File: config.mk
export PLATFORM = sky130hd
export DESIGN_NAME = oh_counter_gen
export DESIGN_NICKNAME = d
export VERILOG_FILES = /design/src/rtl/oh_counter_gen.sv
export SDC_FILE = /design/constraint.sdc
export NUM_CORES = 1
export LEC_CHECK = 0
export CAP_MARGIN = 20
export CORE_MARGIN = 2
export CORE_UTILIZATION = 31
export DETAILED_ROUTE_END_ITERATION = 8
export DONT_BUFFER_PORTS = 1
export GPL_TIMING_DRIVEN = 0
export HOLD_SLACK_MARGIN = 0.06
export PLACE_DENSITY = 0.44
export SETUP_SLACK_MARGIN = 0.5
export SYNTH_ARGS = -nofsm -noshare
export SYNTH_HDL_FRONTEND = slang
export SYNTH_SLANG_ARGS = --single-unit
File: constraint.sdc
create_clock -name clk -period 9.4 [get_ports clk]
set_input_delay 1.88 -clock clk [delete_from_list [all_inputs] [get_ports clk]]
set_output_delay 1.88 -clock clk [all_outputs]
set_load 0.1 [all_outputs]
File: src/rtl/oh_counter_gen.sv
// Configurable counter: binary, Gray-coded or Galois LFSR, with wrap/saturate limit handling.
// All outputs come from registers, so nothing combinational runs from inputs to outputs.
module oh_counter_gen #(
  parameter int             DW         = 32,
  parameter string          TYPE       = "BINARY",
  parameter string          LIMIT_MODE = "WRAP",
  parameter logic [DW-1:0]  TAPS       = {1'b1, {(DW-1){1'b0}}},
  parameter logic [DW-1:0]  SEED       = {{(DW-1){1'b0}}, 1'b1}
) (
  input  logic          clk,
  input  logic          nreset,
  input  logic          en,
  input  logic          dir,
  input  logic          load,
  input  logic [DW-1:0] wdata,
  input  logic [DW-1:0] limit,
  output logic [DW-1:0] count,
  output logic          zero,
  output logic          at_limit,
  output logic          wrap
);

  if (DW < 2 || DW > 64) begin : g_bad_dw
    $error("oh_counter_gen: DW=%0d outside 2..64", DW);
  end
  if (TYPE != "BINARY" && TYPE != "GRAY" && TYPE != "LFSR") begin : g_bad_type
    $error("oh_counter_gen: unsupported TYPE \"%s\"", TYPE);
  end
  if (TYPE != "LFSR" && LIMIT_MODE != "WRAP" && LIMIT_MODE != "SAT") begin : g_bad_limit
    $error("oh_counter_gen: unsupported LIMIT_MODE \"%s\"", LIMIT_MODE);
  end

  localparam bit            IS_LFSR = (TYPE == "LFSR");
  localparam bit            IS_GRAY = (TYPE == "GRAY");
  localparam bit            IS_WRAP = (LIMIT_MODE == "WRAP");
  localparam logic [DW-1:0] ONE     = {{(DW-1){1'b0}}, 1'b1};
  localparam logic [DW-1:0] RST_ST  = IS_LFSR ? SEED : '0;

  // st is the binary state B, or the LFSR state S; count is its encoded copy.
  logic [DW-1:0] st, st_nxt, cnt_nxt, lfsr_nxt;
  logic          wrap_nxt, at_nxt;

  assign lfsr_nxt = (st >> 1) ^ (st[0] ? TAPS : '0);

  // NOTE: every variable gets a default at the top of always_comb; a path that
  // leaves one unassigned would otherwise infer a latch.
  always_comb begin
    st_nxt   = st;
    wrap_nxt = 1'b0;
    if (load) begin
      st_nxt = (IS_LFSR && wdata == '0) ? SEED : wdata;
    end else if (en) begin
      if (IS_LFSR) begin
        st_nxt   = lfsr_nxt;
        wrap_nxt = (lfsr_nxt == SEED);
      end else if (!dir) begin
        if (st >= limit) begin
          if (IS_WRAP) begin
            st_nxt   = '0;
            wrap_nxt = 1'b1;
          end
        end else begin
          st_nxt = st + ONE;
        end
      end else begin
        if (st == '0) begin
          if (IS_WRAP) begin
            st_nxt   = limit;
            wrap_nxt = 1'b1;
          end
        end else begin
          st_nxt = st - ONE;
        end
      end
    end
  end

  // Flags are evaluated on the next state so they line up with the new count.
  always_comb begin
    cnt_nxt = IS_GRAY ? (st_nxt ^ (st_nxt >> 1)) : st_nxt;
    if (IS_LFSR)  at_nxt = (st_nxt == SEED);
    else if (dir) at_nxt = (st_nxt == '0);
    else          at_nxt = (st_nxt >= limit);
  end

  // NOTE: sequential state uses non-blocking assignments so every register
  // samples the pre-edge values, independent of statement order.
  always_ff @(posedge clk or negedge nreset) begin
    if (!nreset) begin
      st       <= RST_ST;
      count    <= RST_ST;
      at_limit <= IS_LFSR;
      wrap     <= 1'b0;
    end else begin
      st       <= st_nxt;
      count    <= cnt_nxt;
      at_limit <= at_nxt;
      wrap     <= wrap_nxt;
    end
  end

  // Gray code is zero exactly when the binary state is zero.
  assign zero = (count == '0);

endmodule

==> results of run 1 <==
## worst min-delay path by stage
stage,end,startpoint,slack (ps)
after floorplan,st[10],st[10],1160
after global placement,st[10],st[10],1310
after detailed placement,st[16],st[16],1020
after CTS,st[16],st[16],1040
after global routing,st[9],st[9],1020
final,st[11],st[11],940
## cells in the final DEF, fill, tap and decap left out, types with 10 or more instances in the layout
| cell | count |
|---|---|
| ha_1 | 66 |
| inv_1 | 41 |
| buf_2 | 10 |
| or4_1 | 10 |
| a21o_1 | 19 |
| nand4_1 | 19 |
| o21ai_0 | 49 |
| a21oi_1 | 58 |
| xor2_1 | 12 |
| nand2_1 | 49 |
| o211ai_1 | 13 |
| nor3_1 | 15 |
| nor3b_1 | 11 |
| xnor2_1 | 13 |
| nand3_1 | 24 |
| clkbuf_1 | 28 |
| and3_1 | 11 |
| nor4_1 | 15 |
| dfrtp_1 | 34 |
| nor2_1 | 48 |
## where the power goes
group | switching (uW) | internal [uW] | total, uW | leakage, uW
clock network | 77.4 | 124 | 202 | 0.0000836
registers | 137 | 160 | 297 | 0.000410
logic | 202 | 123 | 325 | 0.00197
## through the flow
step	area [um^2]	util (%)	hold slack, ps
final	5810	35.4	943
after global routing	5810	35.4	1020
after CTS	5700	34.7	1040
after detailed placement	5540	33.7	1020
after global placement	5440	33.1	1310
after floorplan	5160	-	1160
## kinds of logic (layout without fill, tap and decap cells)
family / after synthesis / in the layout / share of synthesized area, %
other: 0 / 1 / 0
buffers and inverters: 88 / 107 / 7.25
adders and majority gates: 66 / 66 / 16.0
AOI/OAI and AO/OA: 205 / 205 / 25.7
and+or+nand+nor: 260 / 260 / 28.3
DFF: 34 / 34 / 16.5
xor gates and xnor gates: 25 / 25 / 4.24
muxes: 10 / 10 / 2.01
## critical path, stage by stage (launching register included)
cell and delay [ps]:
dfrtp_1 750, clkbuf_1 340, inv_1 140, ha_1 210, or3b_1 350, buf_2 200, nor3_1 650, nand3_2 200
inv_2 200, buf_2 690, a21oi_1 160, o221a_2 270, o31a_1 370, ha_1 290, nand2b_1 140, a21o_1 180
a21o_1 180, a21o_1 180, a21o_1 170, a21oi_1 170, o21ai_0 170, a21oi_1 410, o22ai_1 120, a31o_1 230
## registers in the layout, indices dropped and copies added (netlist names)
name      flops
at_limit      1
wrap          1
st           32
## layer usage
| metal | track usage [%] | vias up |
|---|---|---|
| met2 | 41.8 | 303 |
| met3 | 5.36 | 42 |
| met1 | 34.9 | 2644 |
| li1 | - | 2621 |
| met4 | 7.89 | 0 |
| met5 | 0 | - |
## layout make-up
cell class	instances	share of cell area [%]
plain buffers	45	3.66
inverters	43	2.78
repair buffers	11	3.40
flip-flops and latches	34	14.6
well taps	220	4.74
clock buffers	5	2.15
diodes	1	0.0431
multi-input cells	566	67.9
clock inverters	3	0.689
==> results.py, run 1 <==
metrics = {
    "status": {
        "outcome": "complete, no violations",
    },
    "place": {
        "portBuffers": 0,
        "dp_cells": 914,
        "post-dp-hpwl_um": 18000,
        "place.gp.congestion": 0.978,
        "post-place-ws_ps": 2340,
    },
    "critical_path": {
        "arrival_ps": 7100,
        "crit_type": "flip-flop to flip-flop",
        "r2r_setup_slack_ps": 2480,
        "required_ps": 9580,
        "crit_path_end_kind": "flip-flop",
        "start_kind": "flip-flop",
        "startpoint": "st[0]",
        "critPathMaxFanout": 10,
        "r2r-end": "at_limit",
        "reg2reg_depth": 23,
        "crit_end": "at_limit",
        "r2r_start": "st[0]",
    },
    "synth": {
        "syn_area_um2": 5160,
        "synth_area_leaders": "dfrtp_1, ha_1, a21oi_1",
        "ys_seq_area_share_pct": 16.5,
        "syn-num-nets": 823,
        "ys_top_cells_by_count": "ha_1, a21oi_1, nand2_1, o21ai_0, nor2_1",
        "yosysUniqueCellTypes": 74,
        "synth_warnings": 0,
        "postSynthCellCount": 688,
        "synth_edf_count": 0,
        "yosys_most_used_dff": "dfrtp_1",
        "syn_avg_cell_area_um2": 7.50,
        "synth.top_cell.area_share_pct": 16.5,
        "yosysMostFrequentCell": "ha_1",
        "async_flop_share_pct": 100,
        "yosysTopAreaCell": "dfrtp_1",
        "ys_ff_latch": 34,
    },
    "grt": {
        "grt_pass1_wl_um": 34800,
        "grt_max_degree": 35,
        "grt_antenna_before_repair": 0,
        "grt_overflow_total": 0,
        "grtUsageTotal_pct": 25.9,
        "grt_pass1_vias": 5605,
    },
    "sta": {
        "finalCriticalPeriod_ps": 6920,
        "setup_tns_ps": 0,
        "rsz0062_at_grt": "no",
        "worstMarginPinSlew_ps": 1210,
        "fin_crit_sh_pct": 73.6,
        "finalSetupViolCount": 0,
        "skew_ps": 7.83,
        "relSlewSlack_pct": 19.4,
        "maxSlewViolCount": 0,
        "hold_violations": 0,
        "worst_slack_ps": 2480,
        "fmax_mhz": 145,
    },
    "detailed_routing": {
        "drt_first_pass_iters": 6,
        "top_layer_used": "met4",
        "met3_length_um": 2180,
        "viasPerCell": 6.05,
        "wl_met1_um": 9860,
        "routed_wl_um": 23000,
        "met2_length_um": 10300,
        "routedWlPerCell_um": 24.7,
        "route.antenna.remaining_nets": 0,
        "drc": 0,
        "first_iter_violations": 651,
        "via_count": 5610,
    },
    "clock_tree": {
        "ctsHoldBuffers": 0,
        "cts_tree": "yes",
        "clockBufferDepth": 2,
        "cts_resized": 0,
        "clk_pin_slew_ps": 70,
        "cts_buffers": 5,
        "clock_sinks": 34,
        "root_buffer": "clkbuf_16",
        "h-tree-depth": 2,
        "clock_latency_ps": 300,
        "post_cts.repair.setup_buffers": 0,
    },
    "floorplanning": {
        "ioPinCount": 104,
        "rows": 47,
        "initial_utilization_pct": 31.5,
        "die_h_um": 133,
        "coreArea_um2": 16400,
        "die_w_um": 133,
        "dieArea_um2": 17700,
    },
    "hold_path": {
        "hold_path.class": "flip-flop to flip-flop",
        "hold_depth": 2,
    },
    "power_and_ir_drop": {
        "vdd_drop_max_mv": 0.0666,
        "p_total_uw": 824,
        "p_leak_uw": 0.00246,
        "power_density_nw_per_um2": 142,
    },
    "final_layout": {
        "layout-drive-gt1-share_pct": 9.48,
        "fin_cells": 928,
        "final_nets": 841,
        "fillers": 1760,
        "multi_input_comb_area_um2": 3940,
        "seqCellArea_um2": 851,
        "syn2layout_area_growth_pct": 12.5,
    },
    "job": {
        "cap_viol_max_count": 0,
    },
}
Power figures use the tool's default switching activity.
==> inputs of run 2 (changes only) <==
- PLACE_DENSITY: 0.44 -> 0.45
- clock period: 9.4 -> 5.95 ns (I/O delays scaled with it)
==> run 2 against run 1 <==
Effect of this change:
- clock skew rose by 5.6 ps
- worst hold slack worse by 370 ps
- setup slack worse by 1800 ps
- global-route usage rose by 0.15 points
- core utilization is 0.99 points higher
- die area unchanged
- sequential cell count unchanged
- critical path depth fell by 2
- cell count is 0.43% higher
- sequential share of layout area is 0.25 points higher
- routed wire length increased by 1.5%
- register-to-register slack got worse by 1800 ps
- largest power group unchanged
==> results.py, run 2 (synthesized netlist as in run 1, its figures left out) <==
metrics = {
    "place": {
        "post-dp-hpwl_um": 18200,
        "portBuffers": 0,
        "place.gp.congestion": 0.961,
    },
    "final_layout": {
        "layout-drive-gt1-share_pct": 17.4,
        "seqCellArea_um2": 890,
        "multi_input_comb_area_um2": 4080,
        "largest_reg_flops": 32,
        "max_flop_register": "st",
        "final_nets": 845,
        "fillers": 1759,
        "layout_common_cells": "ha_1, a21oi_1, nor2_1, nand2_1, o21ai_0",
        "reg_top3": "st x32, at_limit x1, wrap x1",
        "syn2layout_area_growth_pct": 15.7,
        "layout_commonest_cell": "ha_1",
    },
    "critical_path": {
        "crit_type": "input pin to flip-flop",
        "arrival_ps": 5480,
        "crit_chain": "inv_1 -> ha_4 -> nand4_1 -> nor2_1 -> a221o_1 -> a211o_1 -> or3_1 -> buf_6 -> o221a_2 -> o31a_1 -> ha_1 -> nand2b_1 -> a21o_1 -> a21o_1 -> a21o_1 -> a21o_1 -> a21oi_2 -> o21ai_2 -> a21oi_4 -> o22ai_1 -> a31o_1",
        "start_kind": "input pin",
        "reg2reg_depth": 19,
        "crit_path_end_kind": "flip-flop",
        "cp_slowest_cell": "or3_1",
        "cpPeakStageDelay_ps": 390,
        "cp_common_cell": "a21o_1",
        "critPathMaxFanout": 9,
        "r2r_setup_slack_ps": 670,
        "required_ps": 6130,
    },
    "detailed_routing": {
        "via_count": 5682,
        "drt_first_pass_iters": 5,
        "route.antenna.remaining_nets": 0,
        "viasPerCell": 6.10,
        "first_iter_violations": 609,
        "routed_wl_um": 23300,
        "drc": 0,
        "routedWlPerCell_um": 25.0,
    },
    "sta": {
        "worstMarginPinSlew_ps": 1150,
        "maxSlewViolCount": 0,
        "fin_crit_sh_pct": 89.1,
        "rsz0062_at_grt": "no",
        "fmax_mhz": 189,
        "relSlewSlack_pct": 23.3,
        "hold_violations": 0,
        "whs_ps": 572,
        "finalCriticalPeriod_ps": 5300,
        "finalSetupViolCount": 0,
        "skew_ps": 13.5,
    },
    "clock_tree": {
        "clk_pin_slew_ps": 70,
        "clockBufferDepth": 2,
        "cts_tree": "yes",
        "root_buffer": "clkbuf_16",
        "clock_latency_ps": 310,
        "ctsHoldBuffers": 0,
        "clock_sinks": 34,
        "h-tree-depth": 2,
        "cts_buffers": 5,
    },
    "power_and_ir_drop": {
        "swShare_pct": 51.9,
        "clock_power_share_pct": 22.2,
        "power_density_nw_per_um2": 216,
        "p_leak_uw": 0.00248,
        "pwr-share-seq_pct": 38.6,
        "p_int_uw": 621,
        "p_total_uw": 1290,
        "combPwrFrac_pct": 39.2,
        "power_switching_uw": 670,
        "vdd_drop_max_mv": 0.102,
    },
    "grt": {
        "grt_max_degree": 35,
        "grt_pass1_vias": 5630,
        "grtUsageTotal_pct": 26.1,
        "grt_pass1_wl_um": 34700,
        "grt_overflow_total": 0,
        "grt_antenna_before_repair": 2,
    },
    "floorplanning": {
        "die_h_um": 133,
        "initial_utilization_pct": 31.5,
        "dieArea_um2": 17700,
        "ioPinCount": 104,
        "rows": 47,
        "die_w_um": 133,
        "coreArea_um2": 16400,
    },
    "status": {
        "outcome": "complete, no violations",
    },
    "job": {
        "cap_viol_max_count": 0,
    },
    "hold_path": {
        "hold_path.class": "input pin to asynchronous set/reset pin",
    },
}
-- run 2: final cells by class --
| cell class | count | area share, % |
|---|---|---|
| sequential | 34 | 14.9 |
| clock inverter | 1 | 0.0838 |
| timing repair buffer | 15 | 2.62 |
| tap | 220 | 4.61 |
| inverter | 43 | 2.75 |
| clock buffer | 7 | 2.39 |
| multi-input combinational | 566 | 68.4 |
| buffer | 45 | 4.25 |
| antenna | 1 | 0.0419 |
-- run 2: path summary, 6_finish.rpt --
kind | end | start
worst max-delay path | at_limit | limit[31]
worst min-delay path | st[2] | nreset
worst max register to register | at_limit | st[18]
worst min register to register | st[16] | st[16]
max in group asynchronous | st[14] | nreset
min in group clk | st[16] | st[16]
-- run 2: timing repair --
item                                    in CTS  in global routing
pin swaps                                    3                 11
endpoints found under the setup margin       1                  1
buffers inserted                             1                  9
gates resized for setup                     44                 39
-- run 2: power groups by stage --
stage / logic, uW / registers [uW] / clock network (uW)
2_1_floorplan: 316 / 488 / 0
3_3_place_gp: 432 / 506 / 0
3_5_place_dp: 463 / 496 / 0
4_1_cts: 472 / 496 / 294
5_1_grt: 553 / 504 / 304
6_report: 506 / 498 / 287
-- run 2: routing by layer --
layer  global-route usage [%]  wire length, um
met5                        0                8
met4                     10.6              850
met3                     7.32             2010
met2                     40.7            10200
met1                     33.9            10300
-- run 2: critical path, delay by kind of cell --
kind | cells | cell delay [ps]
buffers and inverters | 2 | 270
adder cells (fa/ha/maj) | 2 | 490
AND/OR/NAND/NOR | 4 | 780
AO/OA/AOI/OAI | 13 | 2730
-- run 2: metrics by stage --
step | area [um^2] | util, % | std cells | setup WS, ps | setup TNS (ps)
floorplan | 5160 | - | 688 | 615 | 0
finish | 5970 | 36.4 | 932 | 649 | 0
global placement | 5440 | 33.1 | 908 | -869 | -869
detailed placement | 5520 | 33.7 | 913 | -874 | -874
global route | 5970 | 36.4 | 931 | 511 | 0
CTS | 5780 | 35.2 | 922 | 507 | 0
